File: src/rtl/uart_pkg.sv
// uart_pkg
// Shared definitions for the UART frame controller.
//   UART_DATA_W  : default byte width
//   uart_state_t : 2-bit FSM state encoding
package uart_pkg;

    localparam int UART_DATA_W = 8;

    typedef enum logic [1:0] {
        IDLE     = 2'b00,
        RECEIVE  = 2'b01,
        TRANSMIT = 2'b10,
        WAIT     = 2'b11
    } uart_state_t;

endpackage

File: src/rtl/registro_param.sv
// registro_param
// Generic N-bit register with load enable and synchronous clear.
//   i_clk  : clock
//   i_rst  : synchronous active-high clear
//   i_en   : load enable
//   i_d    : data in
//   o_q    : registered data out
module registro_param #(
    parameter int N = 2
) (
    input  logic         i_clk,
    input  logic         i_rst,
    input  logic         i_en,
    input  logic [N-1:0] i_d,
    output logic [N-1:0] o_q
);

    logic [N-1:0] r_q;

    always_ff @(posedge i_clk) begin
        if (i_rst) begin
            r_q <= '0;
        end else if (i_en) begin
            r_q <= i_d;
        end
    end

    assign o_q = r_q;

endmodule

File: src/rtl/uart_frame_buffer.sv
// uart_frame_buffer
// FRAME_LEN x DATA_W register file holding one UART frame.
//   i_clk    : clock
//   i_rst    : synchronous clear of all entries
//   i_we     : write enable
//   i_widx   : write index
//   i_wdata  : write data
//   i_ridx   : read index
//   o_rdata  : combinational read data (0 for out-of-range index)
//   o_frame  : all entries flattened, entry 0 in the LSBs
module uart_frame_buffer
    import uart_pkg::*;
#(
    parameter int DATA_W    = UART_DATA_W,
    parameter int FRAME_LEN = 4,
    localparam int IW       = $clog2(FRAME_LEN + 1)
) (
    input  logic                        i_clk,
    input  logic                        i_rst,
    input  logic                        i_we,
    input  logic [IW-1:0]               i_widx,
    input  logic [DATA_W-1:0]           i_wdata,
    input  logic [IW-1:0]               i_ridx,
    output logic [DATA_W-1:0]           o_rdata,
    output logic [FRAME_LEN*DATA_W-1:0] o_frame
);

    logic [DATA_W-1:0] r_mem [FRAME_LEN];

    // Index decode by comparison keeps the index wider than the array
    // without out-of-range accesses.
    always_ff @(posedge i_clk) begin
        if (i_rst) begin
            for (int i = 0; i < FRAME_LEN; i++) begin
                r_mem[i] <= '0;
            end
        end else if (i_we) begin
            for (int i = 0; i < FRAME_LEN; i++) begin
                if (i_widx == IW'(i)) begin
                    r_mem[i] <= i_wdata;
                end
            end
        end
    end

    always_comb begin
        o_rdata = '0;
        for (int i = 0; i < FRAME_LEN; i++) begin
            if (i_ridx == IW'(i)) begin
                o_rdata = r_mem[i];
            end
        end
    end

    genvar g;
    generate
        for (g = 0; g < FRAME_LEN; g++) begin : g_flat
            assign o_frame[g*DATA_W +: DATA_W] = r_mem[g];
        end
    endgenerate

endmodule

File: src/rtl/uart_frame_fsm.sv
// uart_frame_fsm
// Buffers a FRAME_LEN-byte frame from the UART RX core (start gated by
// i_signal_arduino) and re-sends it byte by byte through the TX core using a
// start/done handshake. Flags inter-byte RX timeout and RX overrun.
//   i_clk, i_rst        : clock, synchronous active-high reset
//   i_rx_done/i_rx_data : RX byte strobe and data
//   i_tx_done           : TX core finished current byte
//   i_signal_arduino    : frame-start enable, looked at only in IDLE
//   o_reg_rx_en         : byte accepted this cycle (combinational)
//   o_tx_start          : start request to TX core
//   o_tx_data           : byte being sent
//   o_frame_data        : buffered frame, byte 0 in the LSBs
//   o_data_ready        : pulse, frame fully transmitted
//   o_frame_err         : pulse, RX inter-byte timeout
//   o_rx_overrun        : pulse, RX byte dropped while transmitting
//   o_busy              : controller not idle
//
// state    | meaning
// IDLE     | waiting for first byte with i_signal_arduino high
// RECEIVE  | collecting remaining bytes, gap timer running
// TRANSMIT | one-cycle tx start request for byte tx_idx
// WAIT     | waiting for i_tx_done of byte tx_idx
module uart_frame_fsm
    import uart_pkg::*;
#(
    parameter int DATA_W      = UART_DATA_W,
    parameter int FRAME_LEN   = 4,
    parameter int TIMEOUT_CYC = 50000
) (
    input  logic                        i_clk,
    input  logic                        i_rst,
    input  logic                        i_rx_done,
    input  logic [DATA_W-1:0]           i_rx_data,
    input  logic                        i_tx_done,
    input  logic                        i_signal_arduino,
    output logic                        o_reg_rx_en,
    output logic                        o_tx_start,
    output logic [DATA_W-1:0]           o_tx_data,
    output logic [FRAME_LEN*DATA_W-1:0] o_frame_data,
    output logic                        o_data_ready,
    output logic                        o_frame_err,
    output logic                        o_rx_overrun,
    output logic                        o_busy
);

    localparam int IW = $clog2(FRAME_LEN + 1);
    localparam int GW = $clog2(TIMEOUT_CYC);
    localparam logic [IW-1:0] IDX_LAST = IW'(FRAME_LEN - 1);
    localparam logic [GW-1:0] GAP_LAST = GW'(TIMEOUT_CYC - 1);

    uart_state_t w_state;
    uart_state_t w_state_nxt;
    logic [1:0]  w_state_q;

    logic [IW-1:0] r_rx_idx;
    logic [IW-1:0] r_tx_idx;
    logic [GW-1:0] r_gap;
    logic          r_data_ready;
    logic          r_frame_err;
    logic          r_rx_overrun;

    logic          w_capture;
    logic [IW-1:0] w_widx;

    registro_param #(.N(2)) u_state_reg (
        .i_clk (i_clk),
        .i_rst (i_rst),
        .i_en  (1'b1),
        .i_d   (w_state_nxt),
        .o_q   (w_state_q)
    );

    assign w_state = uart_state_t'(w_state_q);

    assign w_capture = i_rx_done &
                       (((w_state == IDLE) & i_signal_arduino) | (w_state == RECEIVE));
    assign w_widx    = (w_state == IDLE) ? '0 : r_rx_idx;

    uart_frame_buffer #(
        .DATA_W    (DATA_W),
        .FRAME_LEN (FRAME_LEN)
    ) u_buf (
        .i_clk   (i_clk),
        .i_rst   (i_rst),
        .i_we    (w_capture),
        .i_widx  (w_widx),
        .i_wdata (i_rx_data),
        .i_ridx  (r_tx_idx),
        .o_rdata (o_tx_data),
        .o_frame (o_frame_data)
    );

    always_comb begin
        w_state_nxt = w_state;
        unique case (w_state)
            IDLE: begin
                if (w_capture) begin
                    w_state_nxt = (FRAME_LEN == 1) ? TRANSMIT : RECEIVE;
                end
            end
            RECEIVE: begin
                // A byte arriving on the timeout cycle takes priority.
                if (i_rx_done) begin
                    if (r_rx_idx == IDX_LAST) begin
                        w_state_nxt = TRANSMIT;
                    end
                end else if (r_gap == GAP_LAST) begin
                    w_state_nxt = IDLE;
                end
            end
            TRANSMIT: w_state_nxt = WAIT;
            WAIT: begin
                if (i_tx_done) begin
                    w_state_nxt = (r_tx_idx == IDX_LAST) ? IDLE : TRANSMIT;
                end
            end
            default: w_state_nxt = IDLE;
        endcase
    end

    always_ff @(posedge i_clk) begin
        if (i_rst) begin
            r_rx_idx     <= '0;
            r_tx_idx     <= '0;
            r_gap        <= '0;
            r_data_ready <= 1'b0;
            r_frame_err  <= 1'b0;
            r_rx_overrun <= 1'b0;
        end else begin
            r_data_ready <= 1'b0;
            r_frame_err  <= 1'b0;
            r_rx_overrun <= i_rx_done & ((w_state == TRANSMIT) | (w_state == WAIT));
            unique case (w_state)
                IDLE: begin
                    r_gap <= '0;
                    if (w_capture) begin
                        r_rx_idx <= IW'(1);
                        r_tx_idx <= '0;
                    end
                end
                RECEIVE: begin
                    if (i_rx_done) begin
                        r_gap    <= '0;
                        r_rx_idx <= r_rx_idx + 1'b1;
                        if (r_rx_idx == IDX_LAST) begin
                            r_tx_idx <= '0;
                        end
                    end else if (r_gap == GAP_LAST) begin
                        r_gap       <= '0;
                        r_rx_idx    <= '0;
                        r_frame_err <= 1'b1;
                    end else begin
                        r_gap <= r_gap + 1'b1;
                    end
                end
                TRANSMIT: begin
                end
                WAIT: begin
                    if (i_tx_done) begin
                        if (r_tx_idx == IDX_LAST) begin
                            r_data_ready <= 1'b1;
                            r_rx_idx     <= '0;
                        end else begin
                            r_tx_idx <= r_tx_idx + 1'b1;
                        end
                    end
                end
                default: begin
                end
            endcase
        end
    end

    assign o_reg_rx_en  = w_capture;
    assign o_tx_start   = (w_state == TRANSMIT);
    assign o_busy       = (w_state != IDLE);
    assign o_data_ready = r_data_ready;
    assign o_frame_err  = r_frame_err;
    assign o_rx_overrun = r_rx_overrun;

endmodule

File: config.mk
export PLATFORM = sky130hd
export DESIGN_NAME = uart_frame_fsm
export DESIGN_NICKNAME = d
export VERILOG_FILES = /design/src/rtl/uart_pkg.sv /design/src/rtl/registro_param.sv /design/src/rtl/uart_frame_buffer.sv /design/src/rtl/uart_frame_fsm.sv
export SDC_FILE = /design/constraint.sdc
export NUM_CORES = 1
export LEC_CHECK = 0
export ABC_AREA = 1
export CAP_MARGIN = 30
export CORE_ASPECT_RATIO = 1.2
export CORE_MARGIN = 1.5
export CORE_UTILIZATION = 40
export CTS_CLUSTER_SIZE = 30
export DETAILED_ROUTE_END_ITERATION = 16
export PLACE_DENSITY = 0.74
export RECOVER_POWER = 50
export SLEW_MARGIN = 10
export SYNTH_ARGS = -nofsm -noshare
export SYNTH_HDL_FRONTEND = slang
export SYNTH_SLANG_ARGS = --single-unit
File: constraint.sdc
create_clock -name i_clk -period 1.8 [get_ports i_clk]
set_clock_uncertainty 0.15 [all_clocks]
set_input_delay 0.36 -clock i_clk [delete_from_list [all_inputs] [get_ports i_clk]]
set_output_delay 0.36 -clock i_clk [all_outputs]
set_load 0.005 [all_outputs]
==> results of run 1 <==
[synthesized netlist by cell type]
cell	count
a21oi_1	7
a31oi_1	8
buf_2	1
buf_4	1
buf_6	1
clkbuf_1	1
clkinv_1	2
dfxtp_1	27
edfxtp_1	32
ha_1	8
inv_1	52
inv_2	3
inv_4	1
nand2_1	77
nand2_2	8
nand3_1	16
nand4_1	5
nand4_2	3
nor2_1	84
nor2_2	4
nor2_4	3
nor2_8	1
nor3_1	2
nor3_2	1
nor4_1	2
nor4_4	1
o21ai_0	8
o21ai_2	1
o22ai_1	9
or2_1	1
or2_2	2
xnor2_1	2
xor2_1	6
[layer usage]
layer / global-route usage, % / part of all wire (%) / wire length, µm
met1: 21.2 / 39 / 3130
met2: 38.8 / 53 / 4320
met3: 4.27 / 4.3 / 344
met4: 11.3 / 3.5 / 287
met5: 0 / 0 / 0
[what timing repair did]
action / in CTS / in global routing
pin swaps: 11 / 19
setup endpoints to repair: 30 / 22
cloned: 1 / 0
setup buffers: 14 / 2
endpoints found under the hold margin: 0 / 0
resized for setup: 81 / 17
[kinds of logic (layout without fill, tap and decap cells)]
| family | after synthesis | count (layout) | share of synthesized area [%] |
|---|---|---|---|
| AOI/OAI and AO/OA | 33 | 33 | 6.21 |
| xor gates and xnor gates | 8 | 8 | 2.29 |
| adders and majority gates | 8 | 8 | 3.27 |
| buffers and inverters | 62 | 179 | 8.09 |
| DFF | 59 | 59 | 49.0 |
| and+or+nand+nor | 210 | 210 | 31.2 |
[worst paths after layout]
path	start	to	slack [ns]	cells past startpoint
worst max-delay path	r_tx_idx[0]	o_tx_data[6]	-0.39	8
worst min-delay path	i_rx_done	o_rx_overrun	0.29	3
worst max register to register	u_state_reg.o_q[1]	u_buf.r_mem[3][6]	-0.03	6
worst min register to register	r_gap[14]	r_gap[14]	0.33	2
[through the flow]
stage               setup slack (ns)  std cells  setup TNS [ns]
detailed placement            -0.509        556          -19.18
CTS                           -0.373        587           -2.93
global placement              -0.421        556          -16.55
finish                        -0.392        587           -3.34
floorplan                     0.0663        380               0
global route                  -0.509        587          -10.57
[flip-flops by register name (all words and copies together), names as in the netlist]
| register | count |
|---|---|
| r_tx_idx | 3 |
| r_gap | 16 |
| o_frame_err | 1 |
| u_buf.r_mem | 32 |
| r_rx_idx | 3 |
| o_rx_overrun | 1 |
| o_data_ready | 1 |
| u_state_reg.o_q | 2 |
[critical path, cell delays in order (launching register included)]
cell and delay [ns]:
dfxtp_4 0.38, ha_4 0.18, nor2_4 0.09, nand2_4 0.09
buf_4 0.14, o22ai_2 0.10, nand2_1 0.07, a31oi_1 0.16
buf_2 0.14
[final cells by class]
type	count	area (µm²)	area share (%)
tap	90	113	2.50
inverter	58	228	5.07
clock buffer	10	128	2.84
clock inverter	6	104	2.31
sequential	59	1510	33.6
multi-input combinational	259	1460	32.5
timing repair buffer	105	955	21.2
[placed cells by master (no fill, tap or decap), drive strengths merged]
master,synthesis,final
nor2,92,92
nand2,85,85
inv,56,56
buf,3,47
clkdlybuf4s50,0,36
edfxtp,32,32
dfxtp,27,27
clkbuf,1,19
nand3,16,16
o22ai,9,9
o21ai,9,9
a31oi,8,8
nand4,8,8
ha,8,8
dlygate4sd2,0,7
a21oi,7,7
xor2,6,6
clkinv,2,5
dlygate4sd3,0,4
bufinv,0,3
or2,3,3
nor3,3,3
nor4,3,3
xnor2,2,2
clkdlybuf4s15,0,2
[report_power, final]
group	leakage (nW)	switching [mW]	internal (mW)
Clock	0.118	0.510	0.911
Sequential	0.554	0.174	1.61
Combinational	1.26	1.35	1.36
Total	1.93	2.04	3.88
==> summary.md, run 1 <==
The portion of synthesized cell area occupied by the leading cell type works out to 31.4%. The tools report the antenna violation net count after detailed routing as 0. The logs give 0 for the number of antenna violations at the first check in global routing and 0 for the aggregate global routing overflow.

Once the floorplan was initialized, standard cells occupied 41.9% of the core. The run gives 1.93 nW as the leakage component of the power. After synthesis, flip-flops and latches occupy 49.0% of the total area. The repair_antennas step left the layout with diodes totalling 0. The overall global routing resource usage is 20.6%, and the highest clock frequency the design can meet is 0.456 GHz.

The height of the chip is 98.9 µm. Worst path setup slack after routing: -0.392 ns. The detailed router placed 2,897 vias in this run. For the number of design rule violations left after detail routing, the log shows 0. Critical setup path kind: reg -> out. The largest total area in the synthesized netlist belongs to edfxtp_1. In this run the horizontal extent of the chip is 82.9 µm. The run finished, with violations left. The tools report the full die area as 8200 µm².

The average vias per placed instance is 4.94. The logs give 0 for the count of pins over their slew limit and 13,500 µm for the global-route wire length before repair. The number of synthesis warnings is 0.

Largest fanout on the critical path: 6. Synthesis produced a netlist with a net count of 401. In the synthesized netlist, the number of instances is 380. The path class of the tightest hold or removal check is in -> reg.

The number of global-route vias before repair is 2,964. For the worst setup path, the data required time is 1.29 ns. The placed wire-length estimate was 5900 µm; the count of input and output buffers was 58. The synthesis-to-layout area growth was 46.7%. The tools report the critical path endpoint category as a primary output. The run gives 0.000809 V as the peak supply drop.

For the total design power, the log shows 5.92 mW. At the end of the flow the core is filled with cells to 61.4%. In this run the count of I/O pins placed on the die edge is 59.

TritonCTS built the clock tree. The first detailed-routing pass ran for 6 iterations. The total number of clock tree sinks came out at 59. The core region is 7320 µm². Dividing total power by cell area gives a power density of 1320 nW/µm². The tools report the hold violation count in the final report as 0.

In the post-synthesis netlist, the biggest area contributors are edfxtp_1 31%, dfxtp_1 18%, nor2_1 10%, nand2_1 9.4%, inv_1 6.4%. Across the run, the number of max-cap violations was 0. Dividing the detail-routed wire length by the instance count gives 13.8 µm. The first routing iteration left 115 violations. The data arrival time of the critical path was 1.68 ns. Once layout is done, the placed cells without fillers occupy 4500 µm².

Setup repair after global routing could not meet its margin everywhere. The remaining max-slew budget at the tightest pin is 74.7%, and the number of unique standard cell types used by synthesis is 33. The smallest hold slack is 0.293 ns, and the final RePlAce weighted congestion is 0.953. The total wire length came out at 8090 µm. The cell area after placement was 4010 µm². STA classifies the critical path startpoint as a flop. Clock root buffer master: clkbuf_8. Clock-pin slew was measured on the worst setup and hold paths at 0.07 ns. The average size of a mapped cell was 8.06 µm². The post-synth design cell area was 3060 µm².

The synthesized design contains 59 register bits. The final period demand of the worst path is 2.19 ns. The number of hold buffers added after CTS was 0. In the finished design, the share of the clock period the worst path needs comes to 122%.

Cells with a size suffix above 1 make up 24.7% of the layout. The net count of the finished layout is 513. Setup violations remaining at the end of the flow were counted as 38.

The number of clock buffers inserted by TritonCTS is 9. The tools report the buffer depth of the longest clock path as 2. Fill cells in the final layout number 616. The clock latency at the later pin of the worst-skew pair was 0.33 ns. The final reports fail on setup timing.

The floorplan has 34 rows. The H-tree depth reported by CTS is 3, and the pin count of the biggest net entering global routing is 11. At the pin with the least slew margin, the transition time is 0.379 ns.
(Power assumes the default switching activity.)
==> run 2, diff against run 1 <==
CTS_CLUSTER_DIAMETER = 30   (was not set)
==> results of run 2 <==
Final layout, timing and power as in run 1 (identical DEF).
